$ cat config.mk
export PLATFORM = sky130hd
export DESIGN_NAME = utlb
export DESIGN_NICKNAME = d
export VERILOG_FILES = /design/src/rtl/utlb_pkg.sv /design/src/rtl/utlb_cam.sv /design/src/rtl/utlb.sv
export SDC_FILE = /design/constraint.sdc
export NUM_CORES = 1
export LEC_CHECK = 0
export ABC_AREA = 0
export BUFFER_PORTS_ARGS = -buffer_cell sky130_fd_sc_hd__buf_2
export CAP_MARGIN = 20
export CORE_UTILIZATION = 30
export CTS_CLUSTER_DIAMETER = 60
export DETAILED_ROUTE_END_ITERATION = 7
export GPL_ROUTABILITY_DRIVEN = 0
export PLACE_DENSITY = 0.45
export SLEW_MARGIN = 20
export SYNTH_ARGS = -nofsm -noshare
export SYNTH_HDL_FRONTEND = slang
export SYNTH_HIERARCHICAL = 1
export SYNTH_SLANG_ARGS = --single-unit
$ cat constraint.sdc
create_clock -name clk -period 4.5 [get_ports clk]
set_clock_uncertainty 0.15 [all_clocks]
set_input_delay 0 -clock clk [delete_from_list [all_inputs] [get_ports clk]]
set_output_delay 0 -clock clk [all_outputs]
set_load 0.02 [all_outputs]
$ cat src/rtl/utlb_pkg.sv
// utlb_pkg: shared types and constants for the micro-TLB.
//   state_e  : controller states (IDLE / WALK / RESP)
//   entry_t  : one cached translation {valid, vpn, asid, pfn, c, d}
//   KSEG constants and a helper that recognises the unmapped segments.
package utlb_pkg;

    typedef enum logic [1:0] {
        ST_IDLE = 2'd0,
        ST_WALK = 2'd1,
        ST_RESP = 2'd2
    } state_e;

    // Top three vaddr bits of the two fixed-mapping kernel segments.
    localparam logic [2:0] SEG_KSEG0 = 3'b100;
    localparam logic [2:0] SEG_KSEG1 = 3'b101;

    // Cacheability attribute value meaning "cacheable noncoherent".
    localparam logic [2:0] C_CACHED = 3'd3;

    typedef struct packed {
        logic        valid;
        logic [19:0] vpn;
        logic [7:0]  asid;
        logic [19:0] pfn;
        logic [2:0]  c;
        logic        d;
    } entry_t;

    // True for kseg0/kseg1, which bypass translation.
    function automatic logic is_unmapped(input logic [2:0] seg);
        return (seg == SEG_KSEG0) || (seg == SEG_KSEG1);
    endfunction

endpackage

$ cat src/rtl/utlb_cam.sv
// utlb_cam: fully associative translation store for the micro-TLB.
// Ports:
//   clk, reset                 - clock, synchronous active-high reset
//   i_vpn, i_asid              - lookup key (combinational match)
//   o_hit_vec                  - one-hot match vector
//   o_hit_pfn/o_hit_c/o_hit_d  - data of the matching entry (0 on miss)
//   i_fill, i_fill_idx, i_fill_* - write one entry and mark it valid
//   i_flush                    - clear every valid bit at the next edge
module utlb_cam
    import utlb_pkg::*;
#(
    parameter int ENTRIES = 4,
    parameter int PTR_W   = $clog2(ENTRIES)
) (
    input  logic               clk,
    input  logic               reset,
    input  logic [19:0]        i_vpn,
    input  logic [7:0]         i_asid,
    output logic [ENTRIES-1:0] o_hit_vec,
    output logic [19:0]        o_hit_pfn,
    output logic [2:0]         o_hit_c,
    output logic               o_hit_d,
    input  logic               i_fill,
    input  logic [PTR_W-1:0]   i_fill_idx,
    input  logic [19:0]        i_fill_vpn,
    input  logic [7:0]         i_fill_asid,
    input  logic [19:0]        i_fill_pfn,
    input  logic [2:0]         i_fill_c,
    input  logic               i_fill_d,
    input  logic               i_flush
);

    entry_t r_entry [ENTRIES];

    // Parallel match; fills only happen on a miss so at most one entry hits,
    // which makes OR-ing the masked entry data a valid one-hot mux.
    always_comb begin
        o_hit_vec = '0;
        o_hit_pfn = 20'h0_0000;
        o_hit_c   = 3'd0;
        o_hit_d   = 1'b0;
        for (int i = 0; i < ENTRIES; i++) begin
            if (r_entry[i].valid && (r_entry[i].vpn == i_vpn) && (r_entry[i].asid == i_asid)) begin
                o_hit_vec[i] = 1'b1;
                o_hit_pfn    = o_hit_pfn | r_entry[i].pfn;
                o_hit_c      = o_hit_c | r_entry[i].c;
                o_hit_d      = o_hit_d | r_entry[i].d;
            end else begin
                o_hit_vec[i] = 1'b0;
            end
        end
    end

    // Entry storage: reset, then flush (wins over fill), then fill.
    always_ff @(posedge clk) begin
        for (int i = 0; i < ENTRIES; i++) begin
            if (reset) begin
                r_entry[i] <= '0;
            end else if (i_flush) begin
                r_entry[i].valid <= 1'b0;
            end else if (i_fill && (i_fill_idx == PTR_W'(i))) begin
                r_entry[i] <= '{valid: 1'b1, vpn: i_fill_vpn, asid: i_fill_asid,
                                pfn: i_fill_pfn, c: i_fill_c, d: i_fill_d};
            end
        end
    end

endmodule

$ cat src/rtl/utlb.sv
// utlb: micro-TLB in front of joint-TLB search port 0.
// Caches recent translations; on a miss performs one joint-TLB query (WALK),
// fills a round-robin victim on success, and returns paddr plus MIPS TLB
// exception flags. kseg0/kseg1 bypass translation.
// Ports:
//   req_*   - request handshake (req_ready high only in IDLE)
//   resp_*  - registered response, held until resp_ready
//   s_*     - joint-TLB query (outputs) and same-cycle result (inputs)
//   flush   - invalidate all cached entries
// Optional build macro UTLB_PERF_EN adds perf_hit / perf_miss counters.
module utlb
    import utlb_pkg::*;
#(
    parameter int ENTRIES = 4
) (
    input  logic        clk,
    input  logic        reset,
    input  logic        req_valid,
    output logic        req_ready,
    input  logic [31:0] req_vaddr,
    input  logic [7:0]  req_asid,
    input  logic        req_store,
    output logic        resp_valid,
    input  logic        resp_ready,
    output logic [31:0] resp_paddr,
    output logic        resp_refill,
    output logic        resp_invalid,
    output logic        resp_modified,
    output logic        resp_cached,
`ifdef UTLB_PERF_EN
    output logic [31:0] perf_hit,
    output logic [31:0] perf_miss,
`endif
    output logic [18:0] s_vpn2,
    output logic        s_odd_page,
    output logic [7:0]  s_asid,
    input  logic        s_found,
    input  logic [19:0] s_pfn,
    input  logic [2:0]  s_c,
    input  logic        s_d,
    input  logic        s_v,
    input  logic        flush
);

    localparam int PTR_W = $clog2(ENTRIES);

    state_e             r_state;
    logic [31:0]        r_vaddr;
    logic [7:0]         r_asid;
    logic               r_store;
    logic [PTR_W-1:0]   r_ptr;
    logic               r_req_ready;
    logic               r_resp_valid;
    logic [31:0]        r_paddr;
    logic               r_refill;
    logic               r_invalid;
    logic               r_modified;
    logic               r_cached;

    state_e             w_next_state;
    logic               w_capture;
    logic               w_load_resp;
    logic               w_fill;
    logic               w_hit_accept;
    logic [31:0]        w_paddr;
    logic               w_refill;
    logic               w_invalid;
    logic               w_modified;
    logic               w_cached;
    logic [ENTRIES-1:0] w_hit_vec;
    logic               w_hit;
    logic [19:0]        w_hit_pfn;
    logic [2:0]         w_hit_c;
    logic               w_hit_d;

    utlb_cam #(.ENTRIES(ENTRIES), .PTR_W(PTR_W)) u_cam (
        .clk         (clk),
        .reset       (reset),
        .i_vpn       (req_vaddr[31:12]),
        .i_asid      (req_asid),
        .o_hit_vec   (w_hit_vec),
        .o_hit_pfn   (w_hit_pfn),
        .o_hit_c     (w_hit_c),
        .o_hit_d     (w_hit_d),
        .i_fill      (w_fill),
        .i_fill_idx  (r_ptr),
        .i_fill_vpn  (r_vaddr[31:12]),
        .i_fill_asid (r_asid),
        .i_fill_pfn  (s_pfn),
        .i_fill_c    (s_c),
        .i_fill_d    (s_d),
        .i_flush     (flush)
    );

    assign w_hit = |w_hit_vec;

    // Query always reflects the registered request.
    assign s_vpn2     = r_vaddr[31:13];
    assign s_odd_page = r_vaddr[12];
    assign s_asid     = r_asid;

    assign req_ready     = r_req_ready;
    assign resp_valid    = r_resp_valid;
    assign resp_paddr    = r_paddr;
    assign resp_refill   = r_refill;
    assign resp_invalid  = r_invalid;
    assign resp_modified = r_modified;
    assign resp_cached   = r_cached;

    // Next-state, response computation and fill control.
    always_comb begin
        w_next_state = r_state;
        w_capture    = 1'b0;
        w_load_resp  = 1'b0;
        w_fill       = 1'b0;
        w_hit_accept = 1'b0;
        w_paddr      = 32'h0000_0000;
        w_refill     = 1'b0;
        w_invalid    = 1'b0;
        w_modified   = 1'b0;
        w_cached     = 1'b0;
        case (r_state)
            ST_IDLE: begin
                if (req_valid) begin
                    w_capture = 1'b1;
                    if (is_unmapped(req_vaddr[31:29])) begin
                        w_load_resp  = 1'b1;
                        w_paddr      = {3'b000, req_vaddr[28:0]};
                        w_cached     = ~req_vaddr[29];
                        w_next_state = ST_RESP;
                    end else if (w_hit) begin
                        w_load_resp  = 1'b1;
                        w_hit_accept = 1'b1;
                        w_paddr      = {w_hit_pfn, req_vaddr[11:0]};
                        w_cached     = (w_hit_c == C_CACHED);
                        w_modified   = req_store & ~w_hit_d;
                        w_next_state = ST_RESP;
                    end else begin
                        w_next_state = ST_WALK;
                    end
                end else begin
                    w_next_state = ST_IDLE;
                end
            end
            ST_WALK: begin
                w_load_resp  = 1'b1;
                w_next_state = ST_RESP;
                if (!s_found) begin
                    w_refill = 1'b1;
                end else if (!s_v) begin
                    w_invalid = 1'b1;
                end else begin
                    w_paddr    = {s_pfn, r_vaddr[11:0]};
                    w_cached   = (s_c == C_CACHED);
                    w_modified = r_store & ~s_d;
                    // A concurrent flush must not leave a stale entry behind.
                    w_fill     = ~flush;
                end
            end
            ST_RESP: begin
                if (resp_ready) begin
                    w_next_state = ST_IDLE;
                end else begin
                    w_next_state = ST_RESP;
                end
            end
            default: begin
                w_next_state = ST_IDLE;
            end
        endcase
    end

    // State register.
    always_ff @(posedge clk) begin
        if (reset) begin
            r_state <= ST_IDLE;
        end else begin
            r_state <= w_next_state;
        end
    end

    // Registered request, source of the joint-TLB query and fill key.
    always_ff @(posedge clk) begin
        if (reset) begin
            r_vaddr <= 32'h0000_0000;
            r_asid  <= 8'h00;
            r_store <= 1'b0;
        end else if (w_capture) begin
            r_vaddr <= req_vaddr;
            r_asid  <= req_asid;
            r_store <= req_store;
        end
    end

    // Registered handshake and response fields; fields hold while stalled.
    always_ff @(posedge clk) begin
        if (reset) begin
            r_req_ready  <= 1'b1;
            r_resp_valid <= 1'b0;
            r_paddr      <= 32'h0000_0000;
            r_refill     <= 1'b0;
            r_invalid    <= 1'b0;
            r_modified   <= 1'b0;
            r_cached     <= 1'b0;
        end else begin
            r_req_ready  <= (w_next_state == ST_IDLE);
            r_resp_valid <= (w_next_state == ST_RESP);
            if (w_load_resp) begin
                r_paddr    <= w_paddr;
                r_refill   <= w_refill;
                r_invalid  <= w_invalid;
                r_modified <= w_modified;
                r_cached   <= w_cached;
            end
        end
    end

    // Round-robin victim pointer; advances only on a real fill, survives flush.
    always_ff @(posedge clk) begin
        if (reset) begin
            r_ptr <= '0;
        end else if (w_fill) begin
            r_ptr <= r_ptr + PTR_W'(1);
        end
    end

`ifdef UTLB_PERF_EN
    logic [31:0] r_perf_hit;
    logic [31:0] r_perf_miss;

    // Hit/miss event counters, wrapping modulo 2^32.
    always_ff @(posedge clk) begin
        if (reset) begin
            r_perf_hit  <= 32'd0;
            r_perf_miss <= 32'd0;
        end else begin
            if (w_hit_accept) begin
                r_perf_hit <= r_perf_hit + 32'd1;
            end
            if (r_state == ST_WALK) begin
                r_perf_miss <= r_perf_miss + 32'd1;
            end
        end
    end

    assign perf_hit  = r_perf_hit;
    assign perf_miss = r_perf_miss;
`endif

endmodule
**After elaboration in Yosys (flattened, before gate mapping)**

Memory sizes are Yosys's and may differ from the RTL's.
Cells that the tools add are included.

- Register bits: 83
- RAM bits: 212
- Input port bits: 72
- Output and inout port bits: 66
- Logic and storage cells: 162
- Memories: 1

- Add/sub/neg operators: 1
- Equality and inequality tests: 18
- Multiplexer cells: 86
- Bitwise logic cells: 27
- Reductions and logical operators: 17

Memories:

| memory | words | bits a word | read ports | clocked after Yosys merged registers in | wr ports | line | source |
|---|---|---|---|---|---|---|---|
| u_cam.r_entry | 4 | 53 | 4 | 0 | 4 | utlb_cam.sv:33 | `entry_t r_entry [ENTRIES];` |

Operators with widths:

| kind | number |
|---|---|
| 52-bit two-way mux | 4 |
| 32-bit two-way mux | 5 |
| 20-bit == test | 4 |
| 20-bit two-way mux | 4 |
| 32-bit case mux with 2 select lines | 1 |
| 1-bit two-way mux | 60 |
| 20-bit OR | 3 |
| 8-bit == test | 4 |
| 1-bit OR | 15 |
| 1-bit logical AND | 12 |
| 3-bit two-way mux | 4 |
| 3-bit OR | 3 |
| 2-bit == test, second input constant | 4 |
| 2-bit two-way mux | 4 |
| 3-bit by 2-bit == test with 1-bit output, second input constant | 2 |
| 3-bit == test, second input constant | 2 |
| 2-bit logical NOT | 3 |
| 1-bit case mux with 2 select lines | 3 |
| 2-bit case mux with 3 select lines | 1 |
| 2-bit by 1-bit == test with 1-bit output, second input constant | 2 |
| 1-bit inverter | 4 |
| 4-bit OR reduction | 1 |
| 2-bit by 1-bit adder with 2-bit output, second input constant | 1 |
| 1-bit AND | 2 |
| 1-bit logical OR | 1 |

**Depth between registers and ports, before layout**

Gate-level depths: netlist (run 1).
An unclocked memory read counts as a cell.

- Depth in word-level cells: 17
- Depth in mapped cells: 12
- Mapped depth without buffers: 8

**Modules after synthesis**

Netlist (run 1), hierarchy kept.

By module, submodules not included:

| module | times used | cells an instance | area each (µm²) | seq. area each (µm²) |
|---|---|---|---|---|
| utlb_cam | 1 | 782 | 10420.0 | 6366.1 |
| utlb | 1 | 398 | 3388.2 | 1661.6 |

**Least setup slack after synthesis (run 1)**

OpenSTA, ideal clock, no wires.

- Path kind: reg-to-reg
- Start: register r_state[1]
- End: memory u_cam/r_entry[0][0] (netlist name) (enable)
- Setup time: 0.408 ns
- Arrival: 2.141 ns
- Required time: 3.942 ns
- Slack: 1.801 ns
- Stages on the path, launching flop included: 5
- Path buffers: 0
- Clock period less this slack: 2.699 ns
- Cells stage by stage: dfxtp_1 nand4b_1 nor2_1 and2b_1 a21o_1

RTL lines:

| item | line | source |
|---|---|---|
| from (decl) | utlb.sv:47 | `state_e r_state;` |
| from (signal assigned) | utlb.sv:178 | `r_state <= w_next_state;` |
| to (decl) | utlb_cam.sv:33 |  |

==> impl_metrics.env, run 1 <==
export IMPL_vias=9580
export IMPL_area_growth_pct=21.56
export IMPL_synth_edf_count=212
export IMPL_drt_pass1_iterations=5
export IMPL_multi_input_area_mm2=0.005101
export IMPL_fillers=4452
export IMPL_insertion_delay_ns=0.54
export IMPL_drive_gt1_share_pct=19.35
export IMPL_p_comb_share_pct=9.3
export IMPL_min_from="req_valid"
export IMPL_startpoint_type="flop"
export IMPL_swShare_pct=25.12
export IMPL_synth_area_per_cell_um2=11.70
export IMPL_die_area_mm2=0.04689
export IMPL_synth_area_top_cells="edfxtp_1 (46%), dfxtp_1 (12%), and2_1 (9.6%), xnor2_1 (6.7%), nand2_1 (3.5%)"
export IMPL_crit_top_cell="nor4_4"
export IMPL_sequentialPowerShare_pct=48.3
export IMPL_whs_ns=0.05923
export IMPL_ff2ff_path_depth=10
export IMPL_layout_setup_ws_ns=0.9821
export IMPL_synth_area_mm2=0.01381
export IMPL_reg2reg_setup_slack_ns=0.98
export IMPL_wl_um=43700
export IMPL_fmax_mhz=284.3
export IMPL_min_path_cells=5
export IMPL_grt_max_degree=54
export IMPL_finalSetupTns_ns=0
export IMPL_dp_hpwl_um=27330
export IMPL_synth_cells=1180
export IMPL_crit_fanout=26
export IMPL_r2r_end="resp_invalid"
export IMPL_rsz0062_at_grt="false"
export IMPL_synth_distinct_cells=49
export IMPL_design_core_area_mm2=0.04538
export IMPL_grt_overflow=0
export IMPL_cts_buffers=35
export IMPL_fin_crit_ns=3.518
export IMPL_hold_end="r_store"
export IMPL_regToRegStartpoint="u_cam/r_entry[2][36]"
export IMPL_report_final_setup_viol=0
export IMPL_first_global_vias=9764
export IMPL_cts_root_buffer_cell="clkbuf_16"
export IMPL_ant_nets=0
export IMPL_drt_iter0_markers=657
export IMPL_clk_pin_slew_ns=0.06
export IMPL_p_sw_mw=1.609
export IMPL_grt_use_total_pct=18.69
export IMPL_critical_path_top_delay_family="buffers and inverters"
export IMPL_dp_slack_ns=1.306
export IMPL_viasPerCell=4.836
export IMPL_cpPeakStageDelay_ns=0.56
export IMPL_tightest_slew_ns=0.9228
export IMPL_power_per_cell_area_mw_per_mm2=381.7
export IMPL_io_pins=138
export IMPL_nNetsFinal=1425
export IMPL_required_ns=4.75
export IMPL_clockPowerShare_pct=42.4
export IMPL_place_area_mm2=0.01481
export IMPL_critical_path_cell_chain="xnor2_1 > nand4_1 > nor4_4 > buf_4 > and2_1 > nor4_4 > a31o_2 > a2bb2oi_1 > dlygate4sd3_1 > nor2_1"
export IMPL_drc=0
export IMPL_final_seq_area_mm2=0.008028
export IMPL_yosysMostFrequentCell="edfxtp_1"
export IMPL_numPortBuffers=137
export IMPL_synth_seq_area_share_pct=58.14
export IMPL_cts_tree="done"
export IMPL_fp_dieW_um=216.5
export IMPL_cts_sinks=295
export IMPL_synth_top_cells_by_count="edfxtp_1 (212), and2_1 (211), nand2_1 (127), xnor2_1 (106), dfxtp_1 (83)"
export IMPL_wl_per_cell_um=22.06
export IMPL_clock_path_buffers=3
export IMPL_h_tree_depth=2
export IMPL_crit_slowest_cell="dlygate4sd3_1"
export IMPL_max_slew_margin_rel_pct=38.48
export IMPL_ctsHoldBuffers=88
export IMPL_syn_nets=1252
export IMPL_synth_warnings=6
export IMPL_maxCapViolCount=0
export IMPL_hp_class="input port to flop"
export IMPL_final_area_mm2=0.01678
export IMPL_post_cts_buffers=0
export IMPL_cts_resized=0
export IMPL_netlist_area_leader_share_pct=46.10
export IMPL_path_class="flop to flop"
export IMPL_hold_viol=0
export IMPL_async_flop_share_pct=0
export IMPL_start_util_pct=30.43
export IMPL_peakVddDrop_mv=0.2097
export IMPL_finalMaxSlewViolations=0
export IMPL_p_leak_nw=6.135
export IMPL_dieHeight_um=216.5
export IMPL_grt_antenna_before_repair=1
export IMPL_grt_pass1_wl_um=64430
export IMPL_yosysTopAreaCell="edfxtp_1"
export IMPL_power_mw=6.407
export IMPL_synth_flop_cell="edfxtp_1"
export IMPL_outcome="finished, final reports clean"
export IMPL_rows=78
export IMPL_path_buf_inv=2
export IMPL_cp_arrival_ns=3.77
export IMPL_worst_setup_path_end_kind="flop"
export IMPL_finalCritPeriodShare_pct=78.18
export IMPL_synth_seq_cells=295
export IMPL_internal_power_mw=4.797
[worst max path at each step]
stage / from / end / slack, ns / cells after the start
2_1_floorplan: r_state[1] / u_cam/r_entry[0][0] / 1.80 / 4
5_1_grt: u_cam/r_entry[2][36] / resp_invalid / 0.83 / 10
3_3_place_gp: u_cam/r_entry[2][36] / resp_cached / 1.34 / 10
4_1_cts: u_cam/r_entry[2][36] / resp_invalid / 0.98 / 10
3_5_place_dp: u_cam/r_entry[2][36] / resp_cached / 1.31 / 10
6_report: u_cam/r_entry[2][36] / resp_invalid / 0.98 / 10
[power by group through the flow]
| stage | combinational (mW) | sequential [mW] | clock (mW) |
|---|---|---|---|
| 2_1_floorplan | 0.308 | 3.16 | 0 |
| 3_3_place_gp | 0.537 | 3.15 | 0 |
| 3_5_place_dp | 0.540 | 3.16 | 0 |
| 4_1_cts | 0.604 | 3.10 | 2.79 |
| 5_1_grt | 0.641 | 3.11 | 2.89 |
| 6_report | 0.595 | 3.10 | 2.71 |
[stage by stage]
step | utilization (%) | std cells
after floorplan | - | 1180
after global placement | 32.61 | 1827
after detailed placement | 32.64 | 1828
after CTS | 36.98 | 1980
after global routing | 36.98 | 1980
final | 36.99 | 1981
[worst min-delay path, cell delays in order]
cell     delay, ns
buf_2         0.11
nor3b_2       0.15
buf_4         0.26
nand2_1       0.12
a21oi_1       0.05
[sequential cells by signal, summed over array words and instances, names as in the netlist]
name           count
r_store            1
resp_paddr        32
u_cam/r_entry    212
r_vaddr           32
req_ready          1
resp_cached        1
resp_refill        1
resp_modified      1
resp_valid         1
resp_invalid       1
r_state            2
r_ptr              2
s_asid             8
[layer usage]
layer | part of all wire, % | global-route usage, % | vias up
met1 | 45 | 24.82 | 4749
met5 | 0 | 0 | -
met2 | 48 | 30.93 | 268
met3 | 5.3 | 3.382 | 55
met4 | 2.3 | 5.446 | 0
li1 | - | - | 4508
[final cells by class]
class                      instances  area share (%)
antenna                            1         0.01491
clock buffer                      49           5.956
clock inverter                    15          0.5218
inverter                           3         0.06709
multi-input combinational        766           30.39
sequential                       295           47.83
tap                              600           4.473
timing repair buffer             252           10.75
[placed cells by master, fill, tap and decap left out, types with 5 or more instances in the layout]
master / Yosys / layout
nand3_1: 76 / 76
clkinv_2: 0 / 8
and2_1: 211 / 211
edfxtp_1: 212 / 212
nand4_1: 22 / 22
xnor2_2: 5 / 5
o2111ai_2: 20 / 20
dlygate4sd3_1: 0 / 88
nand2b_1: 5 / 5
clkbuf_8: 0 / 5
nor2_1: 33 / 32
clkbuf_16: 0 / 36
a21oi_1: 57 / 57
a222oi_1: 18 / 18
o2111ai_1: 5 / 5
nor4_4: 7 / 7
dfxtp_1: 83 / 83
nand2_1: 127 / 127
a32oi_1: 12 / 12
a211oi_1: 17 / 17
clkbuf_1: 41 / 8
buf_2: 26 / 136
xnor2_1: 106 / 106
buf_4: 29 / 25
[cells by family (layout without fill, tap and decap cells)]
family	count (synthesis)	after routing	synth area share (%)
other	0	1	0
and+or+nand+nor	509	509	20.63
xor gates and xnor gates	111	111	7.312
DFF	295	295	58.14
buffers and inverters	119	319	5.292
AOI/OAI and AO/OA	146	146	8.626
Power figures use the tool's default switching activity.
==> inputs of run 2 (changes only) <==
--- a/config.mk
+++ b/config.mk
@@ -5,14 +5,14 @@
 export SDC_FILE = /design/constraint.sdc
 export NUM_CORES = 1
 export LEC_CHECK = 0
-export ABC_AREA = 0
+export ABC_AREA = 1
 export BUFFER_PORTS_ARGS = -buffer_cell sky130_fd_sc_hd__buf_2
 export CAP_MARGIN = 20
 export CORE_UTILIZATION = 30
 export CTS_CLUSTER_DIAMETER = 60
 export DETAILED_ROUTE_END_ITERATION = 7
 export GPL_ROUTABILITY_DRIVEN = 0
-export PLACE_DENSITY = 0.45
+export PLACE_DENSITY = 0.47
 export SLEW_MARGIN = 20
 export SYNTH_ARGS = -nofsm -noshare
 export SYNTH_HDL_FRONTEND = slang
==> constraint.sdc (replaced) <==
create_clock -name clk -period 2.95 [get_ports clk]
set_clock_uncertainty 0.15 [all_clocks]
set_input_delay 0 -clock clk [delete_from_list [all_inputs] [get_ports clk]]
set_output_delay 0 -clock clk [all_outputs]
set_load 0.02 [all_outputs]
==> run 2 against run 1 <==
- flip-flop and latch count unchanged
- sequential share of layout area fell by 4.2 points
- core utilization is 1.2 points higher
- die area rose by 6.8%
- wire length rose by 18%
- combinational power grew 93%
- count of clock-buffer cells in the layout rose by 3
- via count up 32%
- global-route usage up 2.1 points
- highest routed layer is now met5
==> impl_metrics.env, run 2 <==
export IMPL_finalCritPeriodShare_pct=90.11
export IMPL_viasPerCell=4.662
export IMPL_fmax_mhz=376.2
export IMPL_h_tree_depth=2
export IMPL_synth_seq_cells=295
export IMPL_drc=0
export IMPL_yosysTopAreaCell="edfxtp_1"
export IMPL_tightest_slew_ns=0.7665
export IMPL_peakVddDrop_mv=0.3638
export IMPL_max_slew_margin_rel_pct=48.82
export IMPL_clk_pin_slew_ns=0.06
export IMPL_grt_pass1_wl_um=77130
export IMPL_grt_use_total_pct=20.82
export IMPL_synth_area_mm2=0.01476
export IMPL_io_pins=138
export IMPL_largest_register="u_cam/r_entry"
export IMPL_dp_hpwl_um=35320
export IMPL_vias=12602
export IMPL_synth_cells=1797
export IMPL_drt_met1_wl_um=22400
export IMPL_dp_slack_ns=0.3332
export IMPL_p_leak_nw=8.135
export IMPL_yosysMostFrequentCell="nor2_1"
export IMPL_final_area_mm2=0.01839
export IMPL_antenna_cells=0
export IMPL_synth_edf_count=212
export IMPL_dieHeight_um=223.8
export IMPL_post_cts_buffers=0
export IMPL_grt_antenna_before_repair=3
export IMPL_drt_pass1_iterations=5
export IMPL_grt_overflow=0
export IMPL_drt_iter0_markers=971
export IMPL_hold_viol=0
export IMPL_place_area_mm2=0.01627
export IMPL_ant_nets=0
export IMPL_nNetsFinal=2089
export IMPL_synth_area_per_cell_um2=8.213
export IMPL_die_area_mm2=0.05009
export IMPL_synth_distinct_cells=35
export IMPL_largest_register_ffs=212
export IMPL_fp_dieW_um=223.8
export IMPL_finalSetupTns_ns=0
export IMPL_layout_commonest_cell="nor2_1"
export IMPL_insertion_delay_ns=0.56
export IMPL_drive_gt1_share_pct=15.83
export IMPL_area_growth_pct=24.62
export IMPL_critical_path_top_delay_family="simple AND/OR/NAND/NOR gates"
export IMPL_numPortBuffers=137
export IMPL_path_buf_inv=2
export IMPL_cp_arrival_ns=2.99
export IMPL_cts_buffers=38
export IMPL_netlist_area_leader_share_pct=43.13
export IMPL_cts_tree="done"
export IMPL_first_global_vias=12548
export IMPL_start_util_pct=30.65
export IMPL_crit_fanout=7
export IMPL_synth_area_top_cells="edfxtp_1 (43%), dfxtp_1 (11%), nor2_1 (10%), nand2_1 (9.5%), inv_1 (5.8%)"
export IMPL_power_per_cell_area_mw_per_mm2=577.2
export IMPL_grt_max_degree=53
export IMPL_final_cell_mix="nor2_1 (400), nand2_1 (371), inv_1 (228)"
export IMPL_synth_top_cells_by_count="nor2_1 (402), nand2_1 (375), inv_1 (229), edfxtp_1 (212), nand3_1 (148)"
export IMPL_design_core_area_mm2=0.04815
export IMPL_highest_layer="met5"
export IMPL_cpPeakStageDelay_ns=0.56
export IMPL_synth_warnings=6
export IMPL_maxCapViolCount=0
export IMPL_fin_crit_ns=2.658
export IMPL_rsz0062_at_grt="false"
export IMPL_finalMaxSlewViolations=0
export IMPL_cts_sinks=295
export IMPL_clock_path_buffers=3
export IMPL_worst_setup_path_end_kind="flop"
export IMPL_synth_seq_area_share_pct=54.39
export IMPL_cts_root_buffer_cell="clkbuf_16"
export IMPL_layout_setup_ws_ns=0.2919
export IMPL_crit_slowest_cell="dlygate4sd3_1"
export IMPL_report_final_setup_viol=0
export IMPL_critical_path_cell_chain="nand2_1 > nand2_1 > inv_1 > nand2_1 > nor2_2 > nand2_2 > nor4_1 > nor2_1 > nand3_4 > nand2_4 > a31oi_1 > dlygate4sd3_1"
export IMPL_synth_flop_cell="edfxtp_1"
export IMPL_wl_per_cell_um=19.13
export IMPL_outcome="finished, final reports clean"
export IMPL_wl_um=51720
export IMPL_met2_length_um=24850
export IMPL_async_flop_share_pct=0
export IMPL_wl_met3_um=3258
export IMPL_startpoint_type="flop"
export IMPL_required_ns=3.29
export IMPL_hp_class="input port to flop"
export IMPL_crit_top_cell="nand2_1"
export IMPL_syn_nets=1869
export IMPL_path_class="flop to flop"
export IMPL_rows=80
run 2: what timing repair did:
| item | 4_1_cts | 5_1_grt |
|---|---|---|
| gates resized for setup | 0 | 1 |
| hold buffers | 86 | 0 |
| endpoints found under the hold margin | 187 | 0 |
| setup endpoints to repair | 0 | 2 |
run 2: report_power, final:
part / internal (mW) / total [mW] / switching (mW) / leakage (nW)
logic: 0.373 / 1.15 / 0.780 / 4.64
clock network: 2.89 / 4.72 / 1.83 / 0.617
registers: 4.63 / 4.74 / 0.114 / 2.88
total: 7.89 / 10.6 / 2.73 / 8.13
run 2: cell type report:
type | instances | area [µm²]
clock buffer | 52 | 1067
clock inverter | 18 | 190.2
fill | 5031 | 29750
inverter | 263 | 989.7
multi-input combinational | 1142 | 5145
sequential | 295 | 8028
tap | 656 | 820.8
timing repair buffer | 277 | 2152
run 2: worst min-delay path, stage by stage:
cell and delay [ns]:
dlygate4sd3_1 0.53, buf_2 0.11, o21ai_0 0.08, nor2_1 0.08
run 2: per-stage QoR:
stage	hold slack [ns]	std cells	total power [mW]	util, %
finish	0.1475	2703	10.62	38.20
global route	0.1793	2703	11.04	38.20
CTS	0.1284	2703	10.74	38.20
detailed placement	0.1291	2547	5.899	33.80
global placement	0.1183	2547	5.896	33.80
floorplan	-0.006342	1797	5.432	-
run 2: routing by layer:
| layer | up-vias | GRT usage (%) |
|---|---|---|
| met5 | - | 0 |
| met4 | 2 | 5.502 |
| met3 | 88 | 3.738 |
| met2 | 400 | 36.05 |
| met1 | 6006 | 26.60 |
| li1 | 6106 | - |
run 2: worst paths after layout:
| check | slack, ns | from | end | cells after the start |
|---|---|---|---|---|
| max | 0.29 | u_cam/r_entry[1][39] | r_state[1] | 12 |
| max reg2reg | 0.29 | u_cam/r_entry[1][39] | r_state[1] | 12 |
| min reg2reg | 0.35 | resp_refill | resp_refill | 2 |
| min | 0.15 | req_store | r_store | 4 |
run 2: logic make-up after synthesis:
kind of cell              share of synthesized area [%]
buffers and inverters                             10.88
AOI/OAI and AO/OA                                 3.781
DFF                                               54.39
xor gates and xnor gates                          1.840
and+or+nand+nor                                   29.10
